$ cat src/rtl/wb_writer_pkg.sv
`default_nettype none
// +----------------------------------------------------------------------+
// | wb_writer_pkg : shared widths and queued write-back entry type       |
// | Revision      : 1.0                                                  |
// +----------------------------------------------------------------------+
package wb_writer_pkg;

  localparam int c_reg_w  = 5;
  localparam int c_data_w = 32;

  typedef struct packed {
    logic [c_reg_w-1:0]  rd;
    logic [c_data_w-1:0] data;
    logic                live;
  } wb_entry;

  function automatic logic [31:0] reg_onehot(input logic [c_reg_w-1:0] r);
    reg_onehot = 32'd1 << r;
  endfunction

endpackage
`default_nettype wire

$ cat src/rtl/wb_fifo.sv
`default_nettype none
// +----------------------------------------------------------------------+
// | wb_fifo  : long-latency result queue exposing per-slot dest and live |
// |            flags; WB_WAW_KILL_EN adds destination-matched kill       |
// | Revision : 1.0                                                       |
// +----------------------------------------------------------------------+
module wb_fifo
  import wb_writer_pkg::*;
#(
  parameter int DEPTH = 2
) (
  input  logic                       clk,
  input  logic                       rst,
  input  logic                       push,
  input  logic [c_reg_w-1:0]         push_reg,
  input  logic [c_data_w-1:0]        push_data,
  input  logic                       pop,
`ifdef WB_WAW_KILL_EN
  input  logic                       kill,
  input  logic [c_reg_w-1:0]         kill_reg,
`endif
  output logic                       full,
  output logic                       empty,
  output logic [c_reg_w-1:0]         head_reg,
  output logic [c_data_w-1:0]        head_data,
  output logic                       head_live,
  output logic [DEPTH*c_reg_w-1:0]   ent_reg,
  output logic [DEPTH-1:0]           ent_live
);

  localparam int c_aw = $clog2(DEPTH);

  logic [c_aw-1:0]        r_rptr;
  logic [c_aw-1:0]        r_wptr;
  logic [c_aw:0]          r_count;
  wb_entry [DEPTH-1:0]    w_slots;

  assign full      = (r_count == (c_aw+1)'(DEPTH));
  assign empty     = (r_count == '0);
  assign head_reg  = w_slots[r_rptr].rd;
  assign head_data = w_slots[r_rptr].data;
  assign head_live = w_slots[r_rptr].live;

  always_ff @(posedge clk or posedge rst) begin
    if (rst) begin
      r_rptr  <= '0;
      r_wptr  <= '0;
      r_count <= '0;
    end else begin
      if (push) r_wptr <= r_wptr + c_aw'(1);
      if (pop)  r_rptr <= r_rptr + c_aw'(1);
      if (push && !pop)      r_count <= r_count + (c_aw+1)'(1);
      else if (!push && pop) r_count <= r_count - (c_aw+1)'(1);
    end
  end

  genvar gi;
  generate
    for (gi = 0; gi < DEPTH; gi++) begin : g_slot
      wb_entry         r_slot;
      logic [c_aw-1:0] w_off;
      logic            w_occ;

      // A slot is occupied when its distance from the read pointer is below the count.
      assign w_off = c_aw'(gi) - r_rptr;
      assign w_occ = ({1'b0, w_off} < r_count);

      // Push wins over a same-cycle kill so the newly written entry stays live.
      always_ff @(posedge clk) begin
        if (push && (r_wptr == c_aw'(gi)))
          r_slot <= '{rd: push_reg, data: push_data, live: 1'b1};
`ifdef WB_WAW_KILL_EN
        else if (kill && w_occ && (r_slot.rd == kill_reg))
          r_slot.live <= 1'b0;
`endif
      end

      assign w_slots[gi]                     = r_slot;
      assign ent_reg[gi*c_reg_w +: c_reg_w]  = r_slot.rd;
      assign ent_live[gi]                    = w_occ & r_slot.live;
    end
  endgenerate

endmodule
`default_nettype wire

$ cat src/rtl/wb_writer.sv
`default_nettype none
// +----------------------------------------------------------------------+
// | wb_writer : register-file write-back arbiter, in-order pipe beats a  |
// |             queued long-latency unit; WB_WAW_KILL_EN = WAW cancel    |
// | Revision  : 1.0                                                      |
// +----------------------------------------------------------------------+
module wb_writer
  import wb_writer_pkg::*;
#(
  parameter int DEPTH = 2
) (
  input  logic                clk,
  input  logic                rst,
  input  logic                pipe_valid,
  input  logic [4:0]          pipe_reg,
  input  logic [31:0]         pipe_data,
  input  logic                lu_valid,
  input  logic [4:0]          lu_reg,
  input  logic [31:0]         lu_data,
  output logic                lu_ready,
  output logic                regWrite,
  output logic [4:0]          writeReg,
  output logic [31:0]         writeData,
  output logic [31:0]         pend_mask
);

  logic                      w_push;
  logic                      w_pop;
  logic                      w_full;
  logic                      w_empty;
  logic [c_reg_w-1:0]        w_head_reg;
  logic [c_data_w-1:0]       w_head_data;
  logic                      w_head_live;
  logic [DEPTH*c_reg_w-1:0]  w_ent_reg;
  logic [DEPTH-1:0]          w_ent_live;

  assign lu_ready = !w_full;
  assign w_push   = lu_valid & lu_ready;
  assign w_pop    = !pipe_valid & !w_empty;

  wb_fifo #(
    .DEPTH     (DEPTH)
  ) u_fifo (
    .clk       (clk),
    .rst       (rst),
    .push      (w_push),
    .push_reg  (lu_reg),
    .push_data (lu_data),
    .pop       (w_pop),
`ifdef WB_WAW_KILL_EN
    .kill      (pipe_valid),
    .kill_reg  (pipe_reg),
`endif
    .full      (w_full),
    .empty     (w_empty),
    .head_reg  (w_head_reg),
    .head_data (w_head_data),
    .head_live (w_head_live),
    .ent_reg   (w_ent_reg),
    .ent_live  (w_ent_live)
  );

  always_comb begin
    pend_mask = '0;
    for (int i = 0; i < DEPTH; i++) begin
      if (w_ent_live[i])
        pend_mask = pend_mask | reg_onehot(w_ent_reg[i*c_reg_w +: c_reg_w]);
    end
    pend_mask[0] = 1'b0;
  end

  // Register 0 writes are consumed like any other but never enable the register file.
  always_ff @(posedge clk or posedge rst) begin
    if (rst) begin
      regWrite  <= 1'b0;
      writeReg  <= '0;
      writeData <= '0;
    end else if (pipe_valid) begin
      regWrite  <= (pipe_reg != '0);
      writeReg  <= pipe_reg;
      writeData <= pipe_data;
    end else if (w_pop) begin
      regWrite  <= w_head_live && (w_head_reg != '0);
      writeReg  <= w_head_reg;
      writeData <= w_head_data;
    end else begin
      regWrite  <= 1'b0;
    end
  end

endmodule
`default_nettype wire

$ cat config.mk
export PLATFORM = sky130hd
export DESIGN_NAME = wb_writer
export DESIGN_NICKNAME = d
export VERILOG_FILES = /design/src/rtl/wb_writer_pkg.sv /design/src/rtl/wb_fifo.sv /design/src/rtl/wb_writer.sv
export SDC_FILE = /design/constraint.sdc
export NUM_CORES = 1
export LEC_CHECK = 0
export ABC_AREA = 1
export CAP_MARGIN = 15
export CELL_PAD_IN_SITES_DETAIL_PLACEMENT = 2
export CELL_PAD_IN_SITES_GLOBAL_PLACEMENT = 2
export CORE_ASPECT_RATIO = 1.1
export CORE_MARGIN = 4
export CORE_UTILIZATION = 29
export CTS_CLUSTER_SIZE = 25
export DETAILED_ROUTE_END_ITERATION = 10
export PLACE_DENSITY_LB_ADDON = 0.1
export SLEW_MARGIN = 30
export SYNTH_ARGS = -nofsm -noshare
export SYNTH_HDL_FRONTEND = slang
export SYNTH_SLANG_ARGS = --single-unit
export TNS_END_PERCENT = 50
$ cat constraint.sdc
create_clock -name clk -period 3.76 [get_ports clk]
set_input_delay 0.376 -clock clk [delete_from_list [all_inputs] [get_ports clk]]
set_output_delay 0.376 -clock clk [all_outputs]
set_load 0.03 [all_outputs]
==> flow_metrics.tcl <==
set metrics [dict create \
    drv_slew 0 \
    power.leakage_nw 3.00 \
    setup_tns_ps 0 \
    min_path_type "in -> async" \
    n_antenna_cell 0 \
    synth-edff-count 74 \
    hold_viol_final 0 \
    ys_ff_latch 116 \
    seq_area_frac_synth 0.617 \
    largest_reg_flops 64 \
    dpl-instance-area_um2 6930 \
    synth_area_leaders "edfxtp_1 (42%), dfrtp_1 (20%), nand2_1 (14%)" \
    fmax_mhz 341 \
    num_rows 51 \
    cts_root_buffer "clkbuf_16" \
    gp_congestion 0.770 \
    cts_sinks 116 \
    async_flop_share 0.362 \
    grt_pass1_wl_um 27500 \
    fin_util 0.418 \
    dr.pass1.iters 4 \
    die_w_um 137 \
    numCtsBuffers 17 \
    die_y_um 150 \
    track_usage 0.177 \
    hpwl_um 12300 \
    stdcell_area_um2 7460 \
    max_cap_violations 0 \
    synth_area_per_cell_um2 10.0 \
    n_fill_cell 1888 \
    power.density_nw_per_um2 749 \
    grt_setup_unrepaired "false" \
    drc 0 \
    cts_hold_buf 0 \
    use_met1 0.204 \
    cp_data_arrival_time_ps 2550 \
    postCtsSetupBuffers 0 \
    clk_latency_ps 410 \
    finalWirelength_um 17400 \
    setup_violations 0 \
    postSynthCellCount 529 \
    via_per_inst 4.72 \
    max-vdd-ir-drop_v 0.000393 \
    postCtsResizedCells 0 \
    fin_nets 755 \
    synth_top_area_share 0.419 \
    synth_area_leader_cell "edfxtp_1" \
    drive_gt1_frac 0.120 \
    numPortBuffers 147 \
    startpoint_type "flop" \
    fin_crit_ps 2930 \
    area_growth_pct 40.5 \
    period_share 0.779 \
    ant_nets 0 \
    ioPinCount 149 \
    first_global_vias 5009 \
    start_util 0.297 \
    worst_pin_slew_ps 727 \
    multi_input_area_um2 1760 \
    crit_path_end_kind "output port" \
    synth_ff_type "edfxtp_1" \
    cts_tree "done" \
    yosysMostFrequentCell "nand2_1" \
    grt_use_met3 0.0498 \
    h-tree-depth 4 \
    fp.coreArea_um2 17900 \
    critPathMaxFanout 7 \
    detail_route.iter0.violations 210 \
    finClkSkew_ps 10.3 \
    wl_per_cell_um 18.8 \
    crit_type "reg -> out" \
    path_clk_slew_ps 60 \
    status "complete, no violations" \
    vias 4374 \
    slew_headroom 0.515 \
    dieArea_um2 20500 \
    grt.busiest_layer "met2" \
    antenna_found_initial 0 \
    ff_latch_area_um2 3270 \
    gr-usage-met2 0.319 \
    syn-num-nets 608 \
    cp.required_ps 3380 \
    grt.overflow.total 0 \
    clock_path_buffers 2 \
    grt_start_max_net_pins 43 \
    yosys-top-cells-count "nand2_1 (193), edfxtp_1 (74), nand3_1 (61), dfrtp_1 (42), o211ai_1 (32)" \
    synth_cell_types 29 \
    synth_area_um2 5310 \
    ys_warn_count 0 \
]
-- worst paths after layout --
path	from	to	slack (ps)	depth (start not counted)
worst min-delay path	rst	writeData[4]	400	2
min in group clk	writeReg[2]	writeReg[2]	480	2
max in group asynchronous	rst	writeData[31]	2950	2
worst max-delay path	u_fifo.ent_reg[5]	pend_mask[26]	830	4
worst max register to register	u_fifo.r_count[0]	u_fifo.g_slot[1].r_slot[13]	1720	5
worst min register to register	writeReg[2]	writeReg[2]	480	2
-- per-layer routing --
layer,wire length [um],share of wire,vias to the layer above
li1,-,-,2080
met1,7100,0.41,2173
met2,9240,0.53,107
met3,865,0.050,14
met4,212,0.012,0
met5,0,0,-
-- per-stage QoR --
stage               hold slack, ps  instances  power (mW)  worst slack, ps
CTS                            411        927        5.70              751
finish                         401        927        5.58              830
global placement               466        895        4.12             1320
floorplan                      465        529        3.31              786
detailed placement             475        895        4.20             1200
global route                   437        927        5.95              733
-- cells by family after synthesis --
family,share of synthesized area
buffers and inverters,0.0554
AOI/OAI and AO/OA,0.0617
and+or+nand+nor,0.258
xor gates and xnor gates,0.00495
adders and majority gates,0.00236
DFF,0.617
other,0.000706
-- area by class of cell --
type | instances | area share
Clock buffer | 17 | 0.0570
Timing Repair Buffer | 154 | 0.200
Clock inverter | 15 | 0.0144
Inverter | 26 | 0.0141
Sequential cell | 116 | 0.439
Tap cell | 238 | 0.0399
Multi-Input combinational cell | 361 | 0.235
-- cells in the final DEF, fill, tap and decap left out, types with 2 or more instances in the layout --
cell / n
nand2_1: 193
clkdlybuf4s50_1: 135
edfxtp_1: 74
nand3_1: 61
dfrtp_1: 42
o211ai_1: 32
inv_1: 22
nor2_1: 19
buf_4: 19
clkbuf_16: 17
or2_2: 14
o21ai_0: 13
nor2_4: 7
nor3_1: 5
clkinvlp_4: 5
nand2_4: 4
inv_6: 4
clkinv_4: 3
inv_2: 2
nand4_1: 2
xor2_1: 2
clkinv_2: 2
clkinv_1: 2
-- report_power, final --
group	internal [mW]	leakage, nW	switching [mW]
Clock	0.841	0.247	0.608
Combinational	0.743	1.58	1.40
Sequential	1.76	1.18	0.223
-- critical path, cell delays in order (launching register included) --
cell	delay, ps
edfxtp_1	510
nor3_1	560
nand2_1	140
o21ai_0	220
clkdlybuf4s50_1	720
Power figures use the tool's default switching activity.
==> RTL edit, RTL diff (same flow settings) <==
Make the reset (`rst`) synchronous in 2 clocked blocks.
--- a/src/rtl/wb_fifo.sv
+++ b/src/rtl/wb_fifo.sv
@@ -43,3 +43,3 @@
 
-  always_ff @(posedge clk or posedge rst) begin
+  always_ff @(posedge clk) begin
     if (rst) begin
--- a/src/rtl/wb_writer.sv
+++ b/src/rtl/wb_writer.sv
@@ -72,3 +72,3 @@
   // Register 0 writes are consumed like any other but never enable the register file.
-  always_ff @(posedge clk or posedge rst) begin
+  always_ff @(posedge clk) begin
     if (rst) begin
Formal check against the unedited RTL: differs if rst is asserted again (counterexample within 4 cycles, from zero or initial values and one cycle with rst high); with rst held inactive, the same outputs for 4 cycles.
==> RTL edit against the unedited design <==
Global-route usage increased by 0.17 points; core utilization increased by 1.3 points; power decreased by 12%; synthesized area decreased by 5.3%; critical endpoint is now pend_mask[23]; sequential cell count unchanged; largest cell class unchanged; sequential power decreased by 13%; worst setup slack improved by 0.12 ns; cell area decreased by 1.7%; wire length decreased by 0.57%.
==> RTL edit: results (changes against the unedited design) <==
| Metric | Value |
|---|---|
| Status | `completed (unchanged)` |
| Multi-input gates | `329 (was 361)` |
| Largest net degree at the start of global routing | `41 (was 43)` |
| Flop pwr share | `35.3% (was 35.6%)` |
| ClkCell Share | `8.464% (was 7.145%)` |
| Inverters | `32 (was 26)` |
| Critical path arrival | `2.43 ns (was 2.55 ns)` |
| Wire length on met3 | `735 µm (was 865 µm)` |
| XOR/XNOR share of the synthesized area | `0% (was 0.4949%)` |
| Total sequential power | `1.73 mW (was 1.99 mW)` |
| Layout net count | `729 (was 755)` |
| Mapped Nets | `584 (was 608)` |
| Slew of the pin with the lowest slew margin | `0.9073 ns (was 0.7270 ns)` |
| Post-synthesis cell type count | `28 (was 29)` |
| M1 GR Usage | `21.27% (was 20.41%)` |
| Gpl congestion | `0.7390 (was 0.7695)` |
| Worst R2R Setup Slack | `1.50 ns (was 1.72 ns)` |
| Met2 Usage GRT | `32.09% (was 31.92%)` |
| Multi-input combinational area share | `23.40% (was 23.55%)` |
| DRT iter0 DRCs | `195 (was 210)` |
| Critical Path Start | `u_fifo.r_count[0] (was u_fifo.ent_reg[5])` |
| Clock buf count | `18 (was 17)` |
| Worst R2R End | `u_fifo.g_slot[1].r_slot[8] (was u_fifo.g_slot[1].r_slot[13])` |
| Static leakage | `2.628 nW (was 3.002 nW)` |
| Crit-path max FO | `8 (was 7)` |
| Synth top area cells | `edfxtp_1, dfxtp_1, nand2_1 (was edfxtp_1, dfrtp_1, nand2_1)` |
| Wl on met1 | `7321 µm (was 7104 µm)` |
| Comb pwr | `1.46 mW (was 2.15 mW)` |
| First-pass GRT wire length | `27120 µm (was 27460 µm)` |
| DP HPWL | `11820 µm (was 12300 µm)` |
| GRT Util Overall | `17.88% (was 17.71%)` |
| Synth Area in Adders | `0.2490% (was 0.2357%)` |
| Vias/cell | `4.854 (was 4.718)` |
| Register area share after synthesis | `60.96% (was 61.65%)` |
| Non-clock buffer share | `20.72% (was 20.03%)` |
| Share of layout cells above drive strength 1 | `12.67% (was 12.05%)` |
| Number of global-route vias before repair | `4932 (was 5009)` |
| M3 GR Usage | `4.135% (was 4.976%)` |
| Number of fill cells in the layout | `1794 (was 1888)` |
| Top Metal Used | `met4 (unchanged)` |
| Post-synth top cells | `nand2_1, edfxtp_1, a21oi_1, dfxtp_1, o21ai_0 (was nand2_1, edfxtp_1, nand3_1, dfrtp_1, o211ai_1)` |
| Clk root buf | `clkbuf_16 (unchanged)` |
| Compound-gate portion of the synthesized area | `17.06% (was 6.175%)` |
| Wire length on met2 | `9014 µm (was 9240 µm)` |
| Skew final | `0.009022 ns (was 0.01033 ns)` |
| Sequential cell count | `116 (unchanged)` |
| Total Wirelength | `17320 µm (was 17420 µm)` |
| Clock slew at reported path FFs | `about 0.05 ns` |
| Maximum VDD drop | `0.3346 mV (was 0.3931 mV)` |
| Switch Pwr | `1.652 mW (was 2.236 mW)` |
| Synth warn | `0 (unchanged)` |
| Hold WC Path Type | `reg -> reg (was in -> async)` |
[RTL edit: changes by cell type in the layout (fill, tap and decap cells not counted), sizes merged, moves of 4 or more]
cell and delta:
buf -11, o211ai -5, or2 +14, a31oi +10
bufinv +4, o22ai +15, a21oi +49, o21ai +30
dfrtp -42, dfxtp +42, nor2 -6, nand3 -42
clkdlybuf4s50 +11, nand2 -91
[RTL edit: stage by stage]
step / instance area, µm² / hold slack [ns] / worst slack, ns / instances
final: 7332 / 0.4867 / 0.9541 / 897
after global routing: 7332 / 0.5023 / 0.8032 / 897
after CTS: 7332 / 0.4909 / 0.9430 / 897
after detailed placement: 6711 / 0.4823 / 1.192 / 865
after global placement: 6711 / 0.4651 / 1.336 / 865
after floorplan: 5025 / 0.4454 / 0.8039 / 505
[RTL edit: cell families after synthesis]
kind of cell | Yosys count
flops | 116
buf+inv | 60
other cells | 1
fa+ha+maj | 1
simple gates | 180
compound gates | 147
